--- src/rtl/dmem_lsu_pkg.sv ---
// ---------------------------------------------------------------------------
// dmem_lsu_pkg
//   Shared definitions for the data-memory load/store unit.
//   - SZ_* : request size encodings (byte / halfword / word / illegal).
//   - lsu_state_t : FSM state encoding of the unit.
//   - lsu_req_t : request fields captured at the accept edge.
//   - MEM_WORDS_DEFAULT : default depth of the attached word memory.
// ---------------------------------------------------------------------------
package dmem_lsu_pkg;

  localparam int MEM_WORDS_DEFAULT = 64;

  localparam logic [1:0] SZ_BYTE = 2'b00;
  localparam logic [1:0] SZ_HALF = 2'b01;
  localparam logic [1:0] SZ_WORD = 2'b10;
  localparam logic [1:0] SZ_ILL  = 2'b11;

  typedef enum logic [1:0] {
    ST_IDLE,
    ST_READ,
    ST_WRITE,
    ST_RESP
  } lsu_state_t;

  typedef struct packed {
    logic        we;
    logic [1:0]  size;
    logic        is_unsigned;
    logic [31:0] addr;
    logic [31:0] wdata;
  } lsu_req_t;

endpackage

--- src/rtl/dmem_lsu_lane_align.sv ---
// ---------------------------------------------------------------------------
// lsu_lane_align
//   Purely combinational big-endian lane steering for the load/store unit.
//   Byte k (k = byte_off) lives in word[31-8k -: 8]; the halfword with
//   byte_off[1] = 0 lives in word[31:16], with byte_off[1] = 1 in word[15:0].
//
//   Ports
//     byte_off    in  2   low address bits of the access
//     size        in  2   SZ_BYTE / SZ_HALF / SZ_WORD
//     is_unsigned in  1   zero-extend (1) or sign-extend (0) sub-word loads
//     word        in  32  word read from memory
//     wdata       in  32  right-justified store data
//     load_data   out 32  extracted and extended load result
//     store_word  out 32  word with the addressed lane replaced by wdata
// ---------------------------------------------------------------------------
module lsu_lane_align
  import dmem_lsu_pkg::*;
(
  input  logic [1:0]  byte_off,
  input  logic [1:0]  size,
  input  logic        is_unsigned,
  input  logic [31:0] word,
  input  logic [31:0] wdata,
  output logic [31:0] load_data,
  output logic [31:0] store_word
);

  logic [7:0]  lane_b;
  logic [15:0] lane_h;

  // Load path: pick the lane, then extend.
  always_comb begin
    // NOTE: every output of a combinational block gets a value on entry so
    // that no path through the case statements can leave it unassigned,
    // which would otherwise infer a latch.
    lane_b    = 8'h00;
    lane_h    = 16'h0000;
    load_data = word;

    case (byte_off)
      2'd0: lane_b = word[31:24];
      2'd1: lane_b = word[23:16];
      2'd2: lane_b = word[15:8];
      2'd3: lane_b = word[7:0];
      default: lane_b = 8'h00;
    endcase

    lane_h = byte_off[1] ? word[15:0] : word[31:16];

    case (size)
      SZ_BYTE: load_data = {{24{~is_unsigned & lane_b[7]}}, lane_b};
      SZ_HALF: load_data = {{16{~is_unsigned & lane_h[15]}}, lane_h};
      default: load_data = word;
    endcase
  end

  // Store path: read-modify-write merge, untouched lanes pass through.
  always_comb begin
    store_word = word;
    case (size)
      SZ_BYTE: begin
        case (byte_off)
          2'd0: store_word[31:24] = wdata[7:0];
          2'd1: store_word[23:16] = wdata[7:0];
          2'd2: store_word[15:8]  = wdata[7:0];
          2'd3: store_word[7:0]   = wdata[7:0];
          default: store_word = word;
        endcase
      end
      SZ_HALF: begin
        if (byte_off[1]) store_word[15:0]  = wdata[15:0];
        else             store_word[31:16] = wdata[15:0];
      end
      default: store_word = wdata;
    endcase
  end

endmodule

--- src/rtl/dmem_lsu.sv ---
// ---------------------------------------------------------------------------
// dmem_lsu
//   Multi-cycle load/store unit between the core's MEM stage and a
//   word-only data memory. Sub-word stores are done as read-modify-write.
//
//   Latency from the accept edge (edge 0) to the response cycle:
//     error -> RESP                        (rsp in cycle after edge 0)
//     load / word store -> READ|WRITE -> RESP
//     sub-word store -> READ -> WRITE -> RESP
//
//   Ports
//     clk           in  1   rising-edge clock shared with the memory
//     reset         in  1   asynchronous, active-high
//     req_valid     in  1   core presents a request
//     req_ready     out 1   unit idle, request accepted at the next edge
//     req_we        in  1   1 = store, 0 = load
//     req_size      in  2   SZ_BYTE / SZ_HALF / SZ_WORD / SZ_ILL
//     req_unsigned  in  1   zero-extend sub-word loads
//     req_addr      in  32  byte address
//     req_wdata     in  32  right-justified store data
//     rsp_valid     out 1   one-cycle response pulse
//     rsp_rdata     out 32  extended load data, 0 for stores and errors
//     rsp_err       out 1   misaligned / illegal size / out of range
//     mem_we        out 1   memory write enable, high only in WRITE
//     mem_a         out 32  word-aligned memory address
//     mem_wd        out 32  memory write data
//     mem_rd        in  32  combinational read data of word mem_a
// ---------------------------------------------------------------------------
module dmem_lsu
  import dmem_lsu_pkg::*;
#(
  parameter int MEM_WORDS = MEM_WORDS_DEFAULT
) (
  input  logic        clk,
  input  logic        reset,
  input  logic        req_valid,
  output logic        req_ready,
  input  logic        req_we,
  input  logic [1:0]  req_size,
  input  logic        req_unsigned,
  input  logic [31:0] req_addr,
  input  logic [31:0] req_wdata,
  output logic        rsp_valid,
  output logic [31:0] rsp_rdata,
  output logic        rsp_err,
  output logic        mem_we,
  output logic [31:0] mem_a,
  output logic [31:0] mem_wd,
  input  logic [31:0] mem_rd
);

  localparam logic [31:0] MEM_WORDS_L = 32'(MEM_WORDS);

  lsu_state_t  state, state_next;
  lsu_req_t    req_q;
  logic        err_q;
  logic [31:0] rdata_q;
  logic [31:0] wd_q;

  logic        accept;
  logic        req_err;
  logic        misaligned;
  logic        out_of_range;
  logic [31:0] load_data;
  logic [31:0] store_word;

  // -------------------------------------------------------------------------
  // Error check on the live request fields; only used at the accept edge.
  // -------------------------------------------------------------------------
  always_comb begin
    misaligned   = ((req_size == SZ_HALF) && req_addr[0]) ||
                   ((req_size == SZ_WORD) && (req_addr[1:0] != 2'b00));
    out_of_range = ({2'b00, req_addr[31:2]} >= MEM_WORDS_L);
    req_err      = (req_size == SZ_ILL) || misaligned || out_of_range;
  end

  assign accept = req_valid && req_ready;

  // -------------------------------------------------------------------------
  // FSM: state register
  // -------------------------------------------------------------------------
  always_ff @(posedge clk or posedge reset) begin
    // NOTE: clocked state is updated with non-blocking assignments so every
    // register samples the pre-edge values of the others, independent of
    // process evaluation order.
    if (reset) state <= ST_IDLE;
    else       state <= state_next;
  end

  // -------------------------------------------------------------------------
  // FSM: next state and state-decoded outputs
  // -------------------------------------------------------------------------
  always_comb begin
    state_next = state;
    req_ready  = 1'b0;
    rsp_valid  = 1'b0;
    mem_we     = 1'b0;

    unique case (state)
      ST_IDLE: begin
        req_ready = 1'b1;
        if (req_valid) begin
          if (req_err)                  state_next = ST_RESP;
          else if (!req_we)             state_next = ST_READ;
          else if (req_size == SZ_WORD) state_next = ST_WRITE;
          else                          state_next = ST_READ;
        end
      end
      ST_READ: begin
        // Only loads and sub-word stores reach READ.
        state_next = req_q.we ? ST_WRITE : ST_RESP;
      end
      ST_WRITE: begin
        // Decoded from the state register, so it drops as soon as reset
        // forces the state back to IDLE.
        mem_we     = 1'b1;
        state_next = ST_RESP;
      end
      ST_RESP: begin
        rsp_valid  = 1'b1;
        state_next = ST_IDLE;
      end
      default: state_next = ST_IDLE;
    endcase
  end

  // -------------------------------------------------------------------------
  // Request / response registers
  // -------------------------------------------------------------------------
  always_ff @(posedge clk or posedge reset) begin
    if (reset) begin
      req_q   <= '0;
      err_q   <= 1'b0;
      rdata_q <= '0;
      wd_q    <= '0;
    end else if (accept) begin
      req_q   <= '{we:          req_we,
                   size:        req_size,
                   is_unsigned: req_unsigned,
                   addr:        req_addr,
                   wdata:       req_wdata};
      err_q   <= req_err;
      // Stores and errors respond with zero data.
      rdata_q <= '0;
      // A word store writes straight from the request; a sub-word store
      // overwrites this with the merged word at the end of READ.
      wd_q    <= req_we ? req_wdata : '0;
    end else if (state == ST_READ) begin
      if (req_q.we) wd_q    <= store_word;
      else          rdata_q <= load_data;
    end
  end

  // -------------------------------------------------------------------------
  // Lane extract / merge on the word currently being read
  // -------------------------------------------------------------------------
  lsu_lane_align u_lane_align (
    .byte_off    (req_q.addr[1:0]),
    .size        (req_q.size),
    .is_unsigned (req_q.is_unsigned),
    .word        (mem_rd),
    .wdata       (req_q.wdata),
    .load_data   (load_data),
    .store_word  (store_word)
  );

  assign mem_a     = {req_q.addr[31:2], 2'b00};
  assign mem_wd    = wd_q;
  assign rsp_rdata = rdata_q;
  assign rsp_err   = err_q;

endmodule

--- config.mk ---
export PLATFORM = sky130hd
export DESIGN_NAME = dmem_lsu
export DESIGN_NICKNAME = d
export VERILOG_FILES = /design/src/rtl/dmem_lsu_pkg.sv /design/src/rtl/dmem_lsu_lane_align.sv /design/src/rtl/dmem_lsu.sv
export SDC_FILE = /design/constraint.sdc
export NUM_CORES = 1
export LEC_CHECK = 0
export ABC_AREA = 1
export CAP_MARGIN = 10
export CORE_MARGIN = 2
export CORE_UTILIZATION = 45
export DETAILED_ROUTE_END_ITERATION = 10
export GPL_TIMING_DRIVEN = 0
export PLACE_DENSITY_LB_ADDON = 0.12
export RECOVER_POWER = 100
export SETUP_SLACK_MARGIN = 0.05
export SYNTH_ARGS = -nofsm -noshare
export SYNTH_HDL_FRONTEND = slang
export SYNTH_SLANG_ARGS = --single-unit
export TNS_END_PERCENT = 20
--- constraint.sdc ---
create_clock -name clk -period 5.1 [get_ports clk]
set_clock_uncertainty 0.15 [all_clocks]
set_input_delay 0.765 -clock clk [delete_from_list [all_inputs] [get_ports clk]]
set_output_delay 0.765 -clock clk [all_outputs]
set_load 0.02 [all_outputs]
==> impl_metrics.yaml <==
logic_synthesis:
  yosysWarningCount: 0
  synth_edf_count: 0
  ys_seq_elements: 135
  synth_area_per_cell_sq_um: 7.24
  synth_top_flop_cell: "sky130_fd_sc_hd__dfrtp_1"
  async_flop_share_pct: 100
  seq_area_frac_synth_pct: 45.7
  synth_cells: 1021
  syn-cell-area_sq_mm: 0.00739
  synth.top_cells.by_area: "sky130_fd_sc_hd__dfrtp_1, sky130_fd_sc_hd__nand2_1, sky130_fd_sc_hd__a21oi_1"
  number_of_distinct_library_cell_variants_in_the_gate_level_netlist_after_synthesis: 30
  cell_type_with_the_largest_total_area_after_synthesis: "sky130_fd_sc_hd__dfrtp_1"
  post-synth-top-count-cell: "sky130_fd_sc_hd__nand2_1"
  synth.top_cell.area_share_pct: 45.7
  synth_top_cells_by_count: "sky130_fd_sc_hd__nand2_1, sky130_fd_sc_hd__dfrtp_1, sky130_fd_sc_hd__a21oi_1"
floorplanning:
  die_w_um: 132
  initial_core_util_pct: 46.4
  die-area_sq_mm: 0.0175
  die_y_um: 132
  num_rows: 46
  boundaryPins: 203
  core_region_area_sq_mm: 0.0159
route:
  dr.first_iter.drc_count: 608
  remaining_drc_errors: 0
  drt_pass_1_iters: 6
  vias: 7678
  routed_wl_um: 26400
  route.antenna.remaining_nets: 0
  post_drt_wl_per_cell_um: 18.0
  route.detailed.vias_per_inst: 5.22
clocking:
  clock_slew_at_reported_path_ffs_ns: 0.06
  cts_tree: "built"
  cts_repair_resize_count: 0
  clockBufferDepth: 2
  htreeDepth: 4
  clock-root-buffer: "sky130_fd_sc_hd__clkbuf_16"
  cts_post_setup_buffers_inserted: 0
  postCtsHoldBufs: 0
  numCtsBuffers: 17
  clock_latency_reported_for_the_late_side_of_the_worst_skew_pair_ns: 0.44
  clkSinkCount: 135
power:
  clock_power_share_pct: 19.5
  powerDensity_mw_per_mm2: 665
  power.static_leakage_nw: 5.17
  power_report.internal_total_mw: 3.76
  finalPower_mw: 6.86
  sw_frac_of_total_pct: 45.2
  vdd_drop_max_mv: 0.411
  total_switching_power_mw: 3.10
  power_frac_seq_pct: 27.5
  share_comb_of_total_power_pct: 53.0
global_route:
  grt_max_degree: 71
  first_pass_grt_wire_length_um: 41500
  antenna_found_initial: 0
  grt-ovfl-total: 0
  first_global_vias: 7398
  grtUsageTotal_pct: 31.0
finish:
  layout.nets: 1349
  syn2layout_area_growth_pct: 39.4
  drive_above_1_share_pct: 7.49
  antenna_cells_inserted: 0
  multiInputGateArea_sq_mm: 0.00320
  post-route-util_pct: 64.6
  finalNonFillerCells: 1471
  fillers: 1459
  stdcell_area_sq_mm: 0.0103
  seq_area_sq_mm: 0.00338
sta:
  setup_viol: 0
  tightestPinTransition_ns: 3.06
  worst_slew_margin_rel_pct: -105
  timing.final.crit_period_ns: 3.21
  hold_violations: 0
  final_cycle_utilization_of_the_critical_path_pct: 63.0
  final_setup_tns_ns: 0
  rsz0062_at_grt: "no"
  clock.fmax_mhz: 311
  drv_slew: 66
setup_path:
  cells_along_the_critical_path: "dlygate4sd3_1 -> clkinvlp_2"
  cp_slowest_stage_delay_ns: 1.74
  cp_data_arrival_time_ns: 3.10
  endpoint_kind: "asynchronous set/reset pin"
  startpoint_type: "input port"
  critical_path_buf_inv_count: 2
  criticalPathCategory: "in2async"
  path_delay_family: "buffers and inverters"
  crit_path_max_fanout: 66
  cpMaxStageDelayCell: "sky130_fd_sc_hd__clkinvlp_2"
  required_ns: 4.99
status:
  violations_in_the_final_reports: "max-capacitance violations, max-slew violations"
  run_status: "finished, violations left"
flow_run:
  max_cap_violations: 1
worst_hold_path:
  worst_hold_path_type: "reg2reg"
place:
  placement.cell_area_sq_mm: 0.00970
  dp_cells: 1439
  globalplace.congestion: 0.982
  post-dp-hpwl_um: 20000
  portBuffers: 200
## cell type report
cell class	instances	share of cell area [%]
Buffer	84	4.65
Clock buffer	18	4.16
Clock inverter	14	1.92
Inverter	86	3.14
Multi-Input combinational cell	717	31.0
Sequential cell	135	32.8
Tap cell	216	2.62
Timing Repair Buffer	201	19.7
## power groups by stage
stage | logic [mW] | clock network (mW) | registers [mW]
floorplan | 2.08 | 0 | 2.07
global placement | 3.70 | 0 | 1.89
detailed placement | 3.73 | 0 | 1.89
CTS | 3.76 | 1.34 | 1.89
global route | 4.01 | 1.39 | 1.94
finish | 3.64 | 1.33 | 1.89
## sequential cells by signal, summed over array words and instances, names as in the netlist
signal	flops
req_q	38
state	2
mem_wd	32
mem_a	30
rsp_err	1
rsp_rdata	32
## worst paths after layout
check,slack [ns],from,cells after the start,to
worst max-delay path,1.89,reset,2,mem_wd[11]
min in group asynchronous,1.54,reset,2,rsp_rdata[4]
max in group clk,1.97,req_valid,8,mem_wd[4]
worst max register to register,2.00,state[0],9,mem_wd[4]
worst min-delay path,0.32,rsp_rdata[17],2,rsp_rdata[17]
worst min register to register,0.32,rsp_rdata[17],2,rsp_rdata[17]
## stage by stage
stage | hold WS [ns] | setup slack (ns)
floorplan | 0.299 | 0.574
global placement | 0.314 | -1.47
detailed placement | 0.315 | 2.24
CTS | 0.332 | 2.33
global route | 0.355 | 1.37
finish | 0.319 | 1.89
## layer usage
metal / up-vias / track usage [%] / part of all wire (%)
met5: - / 0 / 0
met4: 0 / 12.5 / 3.5
met3: 58 / 8.77 / 8.4
met2: 329 / 47.8 / 45
met1: 3606 / 41.3 / 43
li1: 3685 / - / -
## logic make-up after synthesis
kind of cell | count (synthesis) | share of synthesized area [%]
compound gates | 197 | 14.7
fa+ha+maj | 4 | 0.677
buf+inv | 170 | 11.0
flops | 135 | 45.7
other cells | 1 | 0.0507
simple gates | 514 | 27.9
## layout by cell type, fill, tap and decap left out, drive strengths merged, types with 7 or more instances in the layout
cell type and n:
a21oi 90, buf 53, clkbuf 50, clkdlybuf4s50 101
clkinv 7, dfrtp 135, dlygate4sd3 99, inv 86
nand2 406, nand3 51, nand4 7, nor2 48
o211ai 30, o21ai 65
(Power assumes the default switching activity.)
